--- config.mk ---
export PLATFORM = sky130hd
export DESIGN_NAME = vr_to_burst
export DESIGN_NICKNAME = d
export VERILOG_FILES = /design/src/rtl/vr_to_burst.sv
export SDC_FILE = /design/constraint.sdc
export NUM_CORES = 1
export LEC_CHECK = 0
export ABC_AREA = 1
export CAP_MARGIN = 25
export CORE_AREA = 2 2 141 143
export DETAILED_ROUTE_END_ITERATION = 10
export DIE_AREA = 0 0 143 145
export PLACE_DENSITY = 0.78
export SLEW_MARGIN = 10
export SYNTH_ARGS = -nofsm -noshare
export SYNTH_HDL_FRONTEND = slang
export SYNTH_SLANG_ARGS = --single-unit
--- constraint.sdc ---
create_clock -name clk -period 5.4 [get_ports clk]
set_clock_uncertainty 0.2 [all_clocks]
set_input_delay 1.35 -clock clk [delete_from_list [all_inputs] [get_ports clk]]
set_output_delay 1.35 -clock clk [all_outputs]
set_load 0.02 [all_outputs]
--- src/rtl/vr_to_burst.sv ---
// ============================================================================
// Module      : vr_to_burst
// Description : Buffers a valid/ready sample stream and re-emits it as
//               fixed-length bursts of BURST_LEN beats with a last marker.
// Revision    : 1.0 - initial release
// ============================================================================
`default_nettype none

module vr_to_burst #(
    parameter int WIDTH     = 16,
    parameter int BURST_LEN = 8,
    parameter int DEPTH     = 16
) (
    input  logic                     clk,
    input  logic                     rst,
    input  logic [WIDTH-1:0]         s_data,
    input  logic                     s_valid,
    output logic                     s_ready,
    output logic [WIDTH-1:0]         m_bdata,
    output logic                     m_bvalid,
    input  logic                     m_bready,
    output logic                     m_blast,
    output logic [$clog2(DEPTH):0]   level
);

    localparam int AW = $clog2(DEPTH);
    localparam int LW = AW + 1;
    localparam int CW = $clog2(BURST_LEN);

    localparam logic [LW-1:0] C_DEPTH     = LW'(DEPTH);
    localparam logic [LW-1:0] C_BURST_LEN = LW'(BURST_LEN);
    localparam logic [CW-1:0] C_LAST_BEAT = CW'(BURST_LEN - 1);

    typedef enum logic [0:0] {
        IDLE  = 1'b0,
        BURST = 1'b1
    } state_t;

    state_t           state_q, state_d;
    logic [LW-1:0]    level_q, level_d;
    logic [AW-1:0]    wr_ptr_q, wr_ptr_d;
    logic [AW-1:0]    rd_ptr_q, rd_ptr_d;
    logic [CW-1:0]    beat_q, beat_d;
    logic [WIDTH-1:0] mem_q [DEPTH];

    logic w_wr;
    logic w_rd;

    // Every output is decoded from registered state only, so no input
    // (in particular m_bready) reaches an output combinationally.
    assign s_ready  = (level_q != C_DEPTH);
    assign m_bvalid = (state_q == BURST);
    assign m_blast  = (state_q == BURST) && (beat_q == C_LAST_BEAT);
    assign m_bdata  = mem_q[rd_ptr_q];
    assign level    = level_q;

    assign w_wr = s_valid && s_ready;
    assign w_rd = m_bvalid && m_bready;

    always_comb begin
        level_d  = level_q;
        wr_ptr_d = wr_ptr_q;
        rd_ptr_d = rd_ptr_q;
        state_d  = state_q;
        beat_d   = beat_q;

        case ({w_wr, w_rd})
            2'b10:   level_d = level_q + 1'b1;
            2'b01:   level_d = level_q - 1'b1;
            default: level_d = level_q;
        endcase

        if (w_wr) begin
            wr_ptr_d = wr_ptr_q + 1'b1;
        end
        if (w_rd) begin
            rd_ptr_d = rd_ptr_q + 1'b1;
        end

        case (state_q)
            IDLE: begin
                if (level_q >= C_BURST_LEN) begin
                    state_d = BURST;
                    beat_d  = '0;
                end
            end
            BURST: begin
                if (w_rd) begin
                    if (m_blast) begin
                        // Chain straight into the next burst when enough
                        // samples remain, counting a same-cycle write.
                        beat_d = '0;
                        if (level_d < C_BURST_LEN) begin
                            state_d = IDLE;
                        end
                    end else begin
                        beat_d = beat_q + 1'b1;
                    end
                end
            end
            default: begin
                state_d = IDLE;
                beat_d  = '0;
            end
        endcase
    end

    always_ff @(posedge clk) begin
        if (rst) begin
            state_q  <= IDLE;
            level_q  <= '0;
            wr_ptr_q <= '0;
            rd_ptr_q <= '0;
            beat_q   <= '0;
        end else begin
            state_q  <= state_d;
            level_q  <= level_d;
            wr_ptr_q <= wr_ptr_d;
            rd_ptr_q <= rd_ptr_d;
            beat_q   <= beat_d;
        end
    end

    // Storage carries no reset; contents are only observed when valid.
    always_ff @(posedge clk) begin
        if (w_wr) begin
            mem_q[wr_ptr_q] <= s_data;
        end
    end

endmodule

`default_nettype wire

==> flow_results.org <==
** Placement
- GP Congestion :: 0.7649
- Input/output buffers :: 43
- Inst Count DP :: 1123
- Detailed placer's ending HPWL :: 13710 um
- Placement Cell Area :: 12150 um^2

** Pwr
- Total power of the final layout :: 0.004545 W
- IR analysis of the VDD net gives a maximum drop of 0.0002533 V.
- Leakage :: 4.347 nW
- Power spread over the standard cell area amounts to 346.8 nW/um^2.

** Routing
- The pre-antenna-repair detailed-routing pass consisted of 6 iterations.
- Vias :: 6871
- Number of nets with antenna violations after routing :: 0
- Mean routed wirelength per cell :: 20.54 um
- Drt first-iter violations :: 681
- Total wire length after detailed routing :: 24130 um
- For this run, design rule violations remaining after detail routing come to 0.
- Routed via count divided by cell count :: 5.848

** Logic synthesis
- Yosys top cell by area :: sky130_fd_sc_hd__edfxtp_1
- Of the synthesized area, sequential elements account for 0.7155.
- Mean post-synth cell area :: 13.52 um^2
- In this run, synthesis produced a sequential element count of 277.
- Yosys attributes the largest share of cell area to sky130_fd_sc_hd__edfxtp_1, sky130_fd_sc_hd__mux2i_1, sky130_fd_sc_hd__o211ai_1.
- Synthesis handed over a netlist of 838 instances.
- The share of synthesized area in the top cell type comes to 0.6784.
- Count of different cell masters after synthesis :: 27
- Cell area after synthesis :: 11330 um^2
- Count of synthesis-stage warnings from yosys :: 0
- The number of nets in the synthesized netlist is 868.

** Clock network
- CTS tree :: built
- The later pin in the worst-skew pair is clocked with a latency of 540 ps.
- Once the clock tree was built, the resizer swapped 0 gates to a different size.
- The tree is rooted in a sky130_fd_sc_hd__clkbuf_16.
- No sink is reached through more buffers than the 3 on the longest clock path.
- Hold buffer count at cts :: 0
- Clock-pin slew was measured on the worst setup and hold paths at 60 ps.
- Post-CTS repair timing setup buffer count :: 0
- H-tree depth :: 1
- Cts bufs inserted :: 28
- Number of clock sinks :: 277

** Worst setup path
- Crit end category :: output pin
- Largest fanout on the critical path :: 62
- Largest stage delay on the critical path :: 860 ps
- STA puts the critical path data arrival time at 2990 ps.
- Slowest cell on the critical path :: sky130_fd_sc_hd__dfxtp_4
- The critical path is of the reg2out type.
- Cell family with the largest share of critical-path delay :: buffers and inverters
- Worst path most repeated cell :: sky130_fd_sc_hd__o21ai_0
- The signal on the critical path passes through buf_12 -> a21oi_1 -> o21ai_0 -> o21ai_0 -> o211ai_1 -> nand2_1 -> clkdlybuf4s50_1.
- Critical path buffers and inverters :: 2
- Worst endpoint required time :: 3850 ps
- STA classifies the critical path startpoint as a flip-flop.

** Status
- The run finished with clean final reports.

** Final layout
- The finished layout holds 1175 standard cells, fillers aside.
- With fillers left out, the area of the finished cells amounts to 13110 um^2.
- Number of inserted diodes :: 0
- At the end of the flow, the number of nets in the layout was 918.
- Share of cells above drive strength 1 :: 0.09890
- Area growth from synthesis to layout :: 15.66%

** Die
- The core region is 19210 um^2.
- For this configuration, the core starts out at a cell density of 0.5899.
- Row generation in the floorplan step produced 51 rows.
- Chip Height :: 145 um
- The floorplan step defined a die boundary enclosing 20740 um^2.
- Io pins :: 44
- Die W :: 143 um

** Timing
- Of the available clock period, the critical path in the final layout requires 0.8414.
- Setup repair after global routing left no endpoint under its margin.
- Endpoints failing hold :: 0
- The worst pin sits at a relative slew slack of 0.3117.
- Final min period :: 4544 ps
- Transition time of the tightest slew-check pin :: 1031 ps
- Setup TNS :: 0 ps
- Max-slew violation total from the final report :: 0
- The tightest hold path in the finished design has a slack of 245.2 ps.
- Peak Freq :: 0.2201 GHz
- Final-report setup violation count :: 0

** Worst hold path
- Hold crit path type :: reg2reg

** Global routing
- In the global route stage, overall resource usage came out at 0.2370.
- For met1 alone, demand over resource in global routing was 0.3262.
- Wire length of the first global-routing pass :: 37600 um
- Initial antenna violation count :: 0
- Via count of the first global-routing pass :: 6775
- Entering global routing, the biggest net connects 65 pins.
- Summed over all layers, the global routing overflow is 0.
- In the global route stage, met3 resource usage came out at 0.03531.
- For this run, global-route usage on met2 was measured as 0.3938.
- Most used routing layer in global routing :: met2

** Flow run
- Max cap viols :: 0
logic make-up after synthesis:
logic type                 synth area share
buffers and inverters               0.05554
muxes                               0.05654
DFF                                  0.7155
and+or+nand+nor                     0.03986
xor gates and xnor gates           0.001546
AOI/OAI and AO/OA                    0.1199
adders and majority gates           0.01104
worst paths after layout:
| path | from | endpoint | slack [ps] | cells past startpoint |
|---|---|---|---|---|
| worst max-delay path | flip-flop | m_bdata[8] | 860 | 7 |
| worst min-delay path | rd_ptr_q[3]$_SDFFE_PP0N_ | rd_ptr_q[3]$_SDFFE_PP0N_ | 250 | 1 |
| worst max register to register | level[4]$_SDFF_PP0_ | m_bvalid$_SDFF_PP0_ | 2610 | 19 |
| worst min register to register | rd_ptr_q[3]$_SDFFE_PP0N_ | rd_ptr_q[3]$_SDFFE_PP0N_ | 250 | 1 |
Yosys cell counts:
cell / n
sky130_fd_sc_hd__edfxtp_1: 256
sky130_fd_sc_hd__o21ai_0: 92
sky130_fd_sc_hd__inv_1: 90
sky130_fd_sc_hd__a21oi_1: 79
sky130_fd_sc_hd__mux2i_1: 64
sky130_fd_sc_hd__o211ai_1: 64
sky130_fd_sc_hd__nand2_1: 48
sky130_fd_sc_hd__nor2_1: 27
sky130_fd_sc_hd__nand3_1: 25
sky130_fd_sc_hd__clkbuf_1: 22
sky130_fd_sc_hd__dfxtp_1: 21
sky130_fd_sc_hd__ha_1: 10
sky130_fd_sc_hd__buf_2: 6
sky130_fd_sc_hd__buf_1: 5
sky130_fd_sc_hd__buf_4: 5
sky130_fd_sc_hd__buf_6: 5
sky130_fd_sc_hd__nor3_1: 4
sky130_fd_sc_hd__o21ai_1: 3
sky130_fd_sc_hd__buf_12: 2
sky130_fd_sc_hd__inv_2: 2
sky130_fd_sc_hd__xnor2_1: 2
sky130_fd_sc_hd__buf_8: 1
sky130_fd_sc_hd__clkinv_1: 1
sky130_fd_sc_hd__nand2_2: 1
sky130_fd_sc_hd__nand3b_1: 1
sky130_fd_sc_hd__nor2_4: 1
sky130_fd_sc_hd__o21bai_1: 1
routing by layer:
metal,wire [um],up-vias,part of all wire
met2,12110,273,0.50
met4,501,0,0.021
li1,-,3182,-
met1,9880,3372,0.41
met3,1643,44,0.068
met5,0,-,0
worst register-to-register path: cells and delay by family, from the launching register on:
family	cells	cell delay [ps]
and+or+nand+nor	12	1130
buffers and inverters	3	220
DFF	1	410
AOI/OAI and AO/OA	2	200
adders and majority gates	2	530
placed cells by master, fill, tap and decap left out:
cell type / netlist / routed
sky130_fd_sc_hd__a21oi_1: 79 / 79
sky130_fd_sc_hd__buf_12: 2 / 4
sky130_fd_sc_hd__buf_16: 0 / 1
sky130_fd_sc_hd__buf_4: 5 / 12
sky130_fd_sc_hd__buf_8: 1 / 6
sky130_fd_sc_hd__bufinv_16: 0 / 4
sky130_fd_sc_hd__clkbuf_1: 22 / 7
sky130_fd_sc_hd__clkbuf_16: 0 / 28
sky130_fd_sc_hd__clkbuf_8: 0 / 1
sky130_fd_sc_hd__clkdlybuf4s50_1: 0 / 43
sky130_fd_sc_hd__clkinv_1: 1 / 2
sky130_fd_sc_hd__clkinv_16: 0 / 1
sky130_fd_sc_hd__clkinv_2: 0 / 6
sky130_fd_sc_hd__clkinvlp_4: 0 / 3
sky130_fd_sc_hd__dfxtp_1: 21 / 18
sky130_fd_sc_hd__dfxtp_2: 0 / 2
sky130_fd_sc_hd__dfxtp_4: 0 / 1
sky130_fd_sc_hd__edfxtp_1: 256 / 256
sky130_fd_sc_hd__ha_1: 10 / 10
sky130_fd_sc_hd__inv_1: 90 / 90
sky130_fd_sc_hd__inv_2: 2 / 2
sky130_fd_sc_hd__inv_8: 0 / 1
sky130_fd_sc_hd__mux2i_1: 64 / 64
sky130_fd_sc_hd__nand2_1: 48 / 48
sky130_fd_sc_hd__nand2_2: 1 / 1
sky130_fd_sc_hd__nand3_1: 25 / 25
sky130_fd_sc_hd__nand3b_1: 1 / 1
sky130_fd_sc_hd__nor2_1: 27 / 11
sky130_fd_sc_hd__nor2_2: 0 / 16
sky130_fd_sc_hd__nor2_4: 1 / 1
sky130_fd_sc_hd__nor3_1: 4 / 4
sky130_fd_sc_hd__o211ai_1: 64 / 64
sky130_fd_sc_hd__o21ai_0: 92 / 92
sky130_fd_sc_hd__o21ai_1: 3 / 3
sky130_fd_sc_hd__o21bai_1: 1 / 1
sky130_fd_sc_hd__xnor2_1: 2 / 2
sequential cells by signal, summed over array words and instances, names as in the netlist, named ones only:
signal    count
mem_q       256
rd_ptr_q      4
beat_q        3
level         5
m_bvalid      1
wr_ptr_q      4
final cells by class:
class	instances	area [um^2]
Clock inverter	16	217.7
Sequential cell	277	8114
Multi-Input combinational cell	422	2634
Clock buffer	36	740.7
Timing Repair Buffer	66	718.2
Tap cell	265	331.6
Fill cell	1278	6102
Inverter	93	349.1
power by group:
group,internal (W),switching (W)
Clock,0.00117,0.000808
Combinational,0.0000668,0.000114
Sequential,0.00237,0.0000138
metrics by stage:
step / util / setup WS, ps
6_report: 0.6823 / 856.3
3_5_place_dp: 0.6324 / 1460
4_1_cts: 0.6823 / 830.8
5_1_grt: 0.6823 / 707.4
2_1_floorplan: - / 2121
3_3_place_gp: 0.6252 / 1460
Note: power is estimated with default switching activity, not from simulation.
==> patch (config.mk and constraints unchanged) <==
Put one more register stage on the output `level`. The value now appears one clock later. The other outputs are not delayed to match.
--- a/src/rtl/vr_to_burst.sv
+++ b/src/rtl/vr_to_burst.sv
@@ -53,5 +53,7 @@
     assign m_blast  = (state_q == BURST) && (beat_q == C_LAST_BEAT);
     assign m_bdata  = mem_q[rd_ptr_q];
-    assign level    = level_q;
+    always_ff @(posedge clk) begin
+        level <= level_q;
+    end
 
     assign w_wr = s_valid && s_ready;
Function: changed (Yosys sat finds a counterexample within 4 cycles, from zero or initial values and one cycle with rst high).
==> patch against the original RTL <==
Global-route usage barely moved. Routed wire length is 0.26% higher. Cell count up 0.26%. Worst setup slack improved by 39 ps. Synthesized area increased by 0.55%. Register-to-register slack gained 70 ps. Sequential cell count rose by 5. Design area shrank 0.62%. Hold slack lost 39 ps. Sequential share of layout area is 1.2 points higher. Total power decreased by 2.4%. Critical path type unchanged. Largest cell class unchanged. Largest power group unchanged. Highest routed layer is now met5.
==> patch: results (changes against the original RTL) <==
run_status:
  outcome: "finished clean"
worst_setup_path:
  r2r-start: "level_q[4]"
  cp.arrival_ps: 2960  # -30 ps
  max_stage_delay_ps: 660  # -200 ps
  path_max_fanout: 97  # +56%
drt:
  num_vias: 6788  # -1.2%
  met2_length_um: 11600  # -4.1%
  dr.pass1.iters: 5  # -1
  wl_met3_um: 1600  # -2.4%
  met1_length_um: 10100  # +2.7%
  drt_iter0_markers: 572  # -16%
synth:
  synth_compound_area_share_pct: 11.9  # -0.055 points
  syn_inst: 841  # +0.36%
  syn_nets: 871  # +0.35%
  synth-xor-area-share_pct: 0.154  # -0.00085 points
  synth.top_cells.by_count: "256 x edfxtp_1, 92 x inv_1, 88 x o21ai_0"
  synth_fa_ha_area_share_pct: 1.10  # -0.0061 points
  yosysUniqueCellTypes: 29  # +7.4%
finish:
  layout-drive-gt1-share_pct: 9.31  # -0.58 points
  nFillCells: 1365  # +6.8%
  layout.nets: 923  # +0.54%
  instances_no_fill: 1178  # +0.26%
worst_hold_path:
  holdPathEnd: "level[4]"
  min-delay-start: "level_q[4]"
  min_path_cells: 0  # -1
pwr:
  power_leakage_nw: 4.34  # -0.28%
  p_seq_share_pct: 54.7  # +2.2 points
grt:
  grt_pass1_wl_um: 36900  # -1.9%
  grtUsageTotal_pct: 23.7  # +0.028 points
  grt_max_degree: 98  # +51%
  antenna_found_initial: 1  # +1
  use_met1_pct: 33.7  # +1.0 points
  grtUsageMet2_pct: 37.6  # -1.8 points
  grt_pass1_vias: 6530  # -3.6%
  grt_use_met3_pct: 3.89  # +0.36 points
timing:
  tightest_slew_ps: 908  # -124 ps
  timing.hold.ws_ps: 206  # -38.8 ps
place:
  place_hpwl_um: 12900  # -6.1%
  dp.cells: 1128  # +0.45%
patch: cell types whose count changed in the layout (fill, tap and decap cells not counted), moves of 2 or more:
| cell | delta |
|---|---|
| buf_12 | -3 |
| buf_4 | +11 |
| buf_8 | -6 |
| bufinv_16 | -2 |
| clkbuf_1 | -3 |
| clkinv_1 | +6 |
| clkinvlp_4 | -3 |
| dfxtp_1 | +5 |
| inv_1 | +2 |
| nand3_1 | +2 |
| nor3_1 | -2 |
| o21ai_0 | -4 |
patch: per-stage QoR:
stage / cell area (sq um) / setup WS, ps
floorplan: 11400 / 2230
global placement: 12200 / 1520
detailed placement: 12200 / 1480
CTS: 13000 / 927
global route: 13000 / 686
finish: 13000 / 895
patch: final cells by class:
class                           instances  share of cell area, %
Sequential cell                       282                   63.1
Tap cell                              265                   2.55
Clock inverter                         17                  0.999
Clock buffer                           33                   5.69
Timing Repair Buffer                   67                   4.78
Inverter                               94                   2.71
Multi-Input combinational cell        420                   20.2
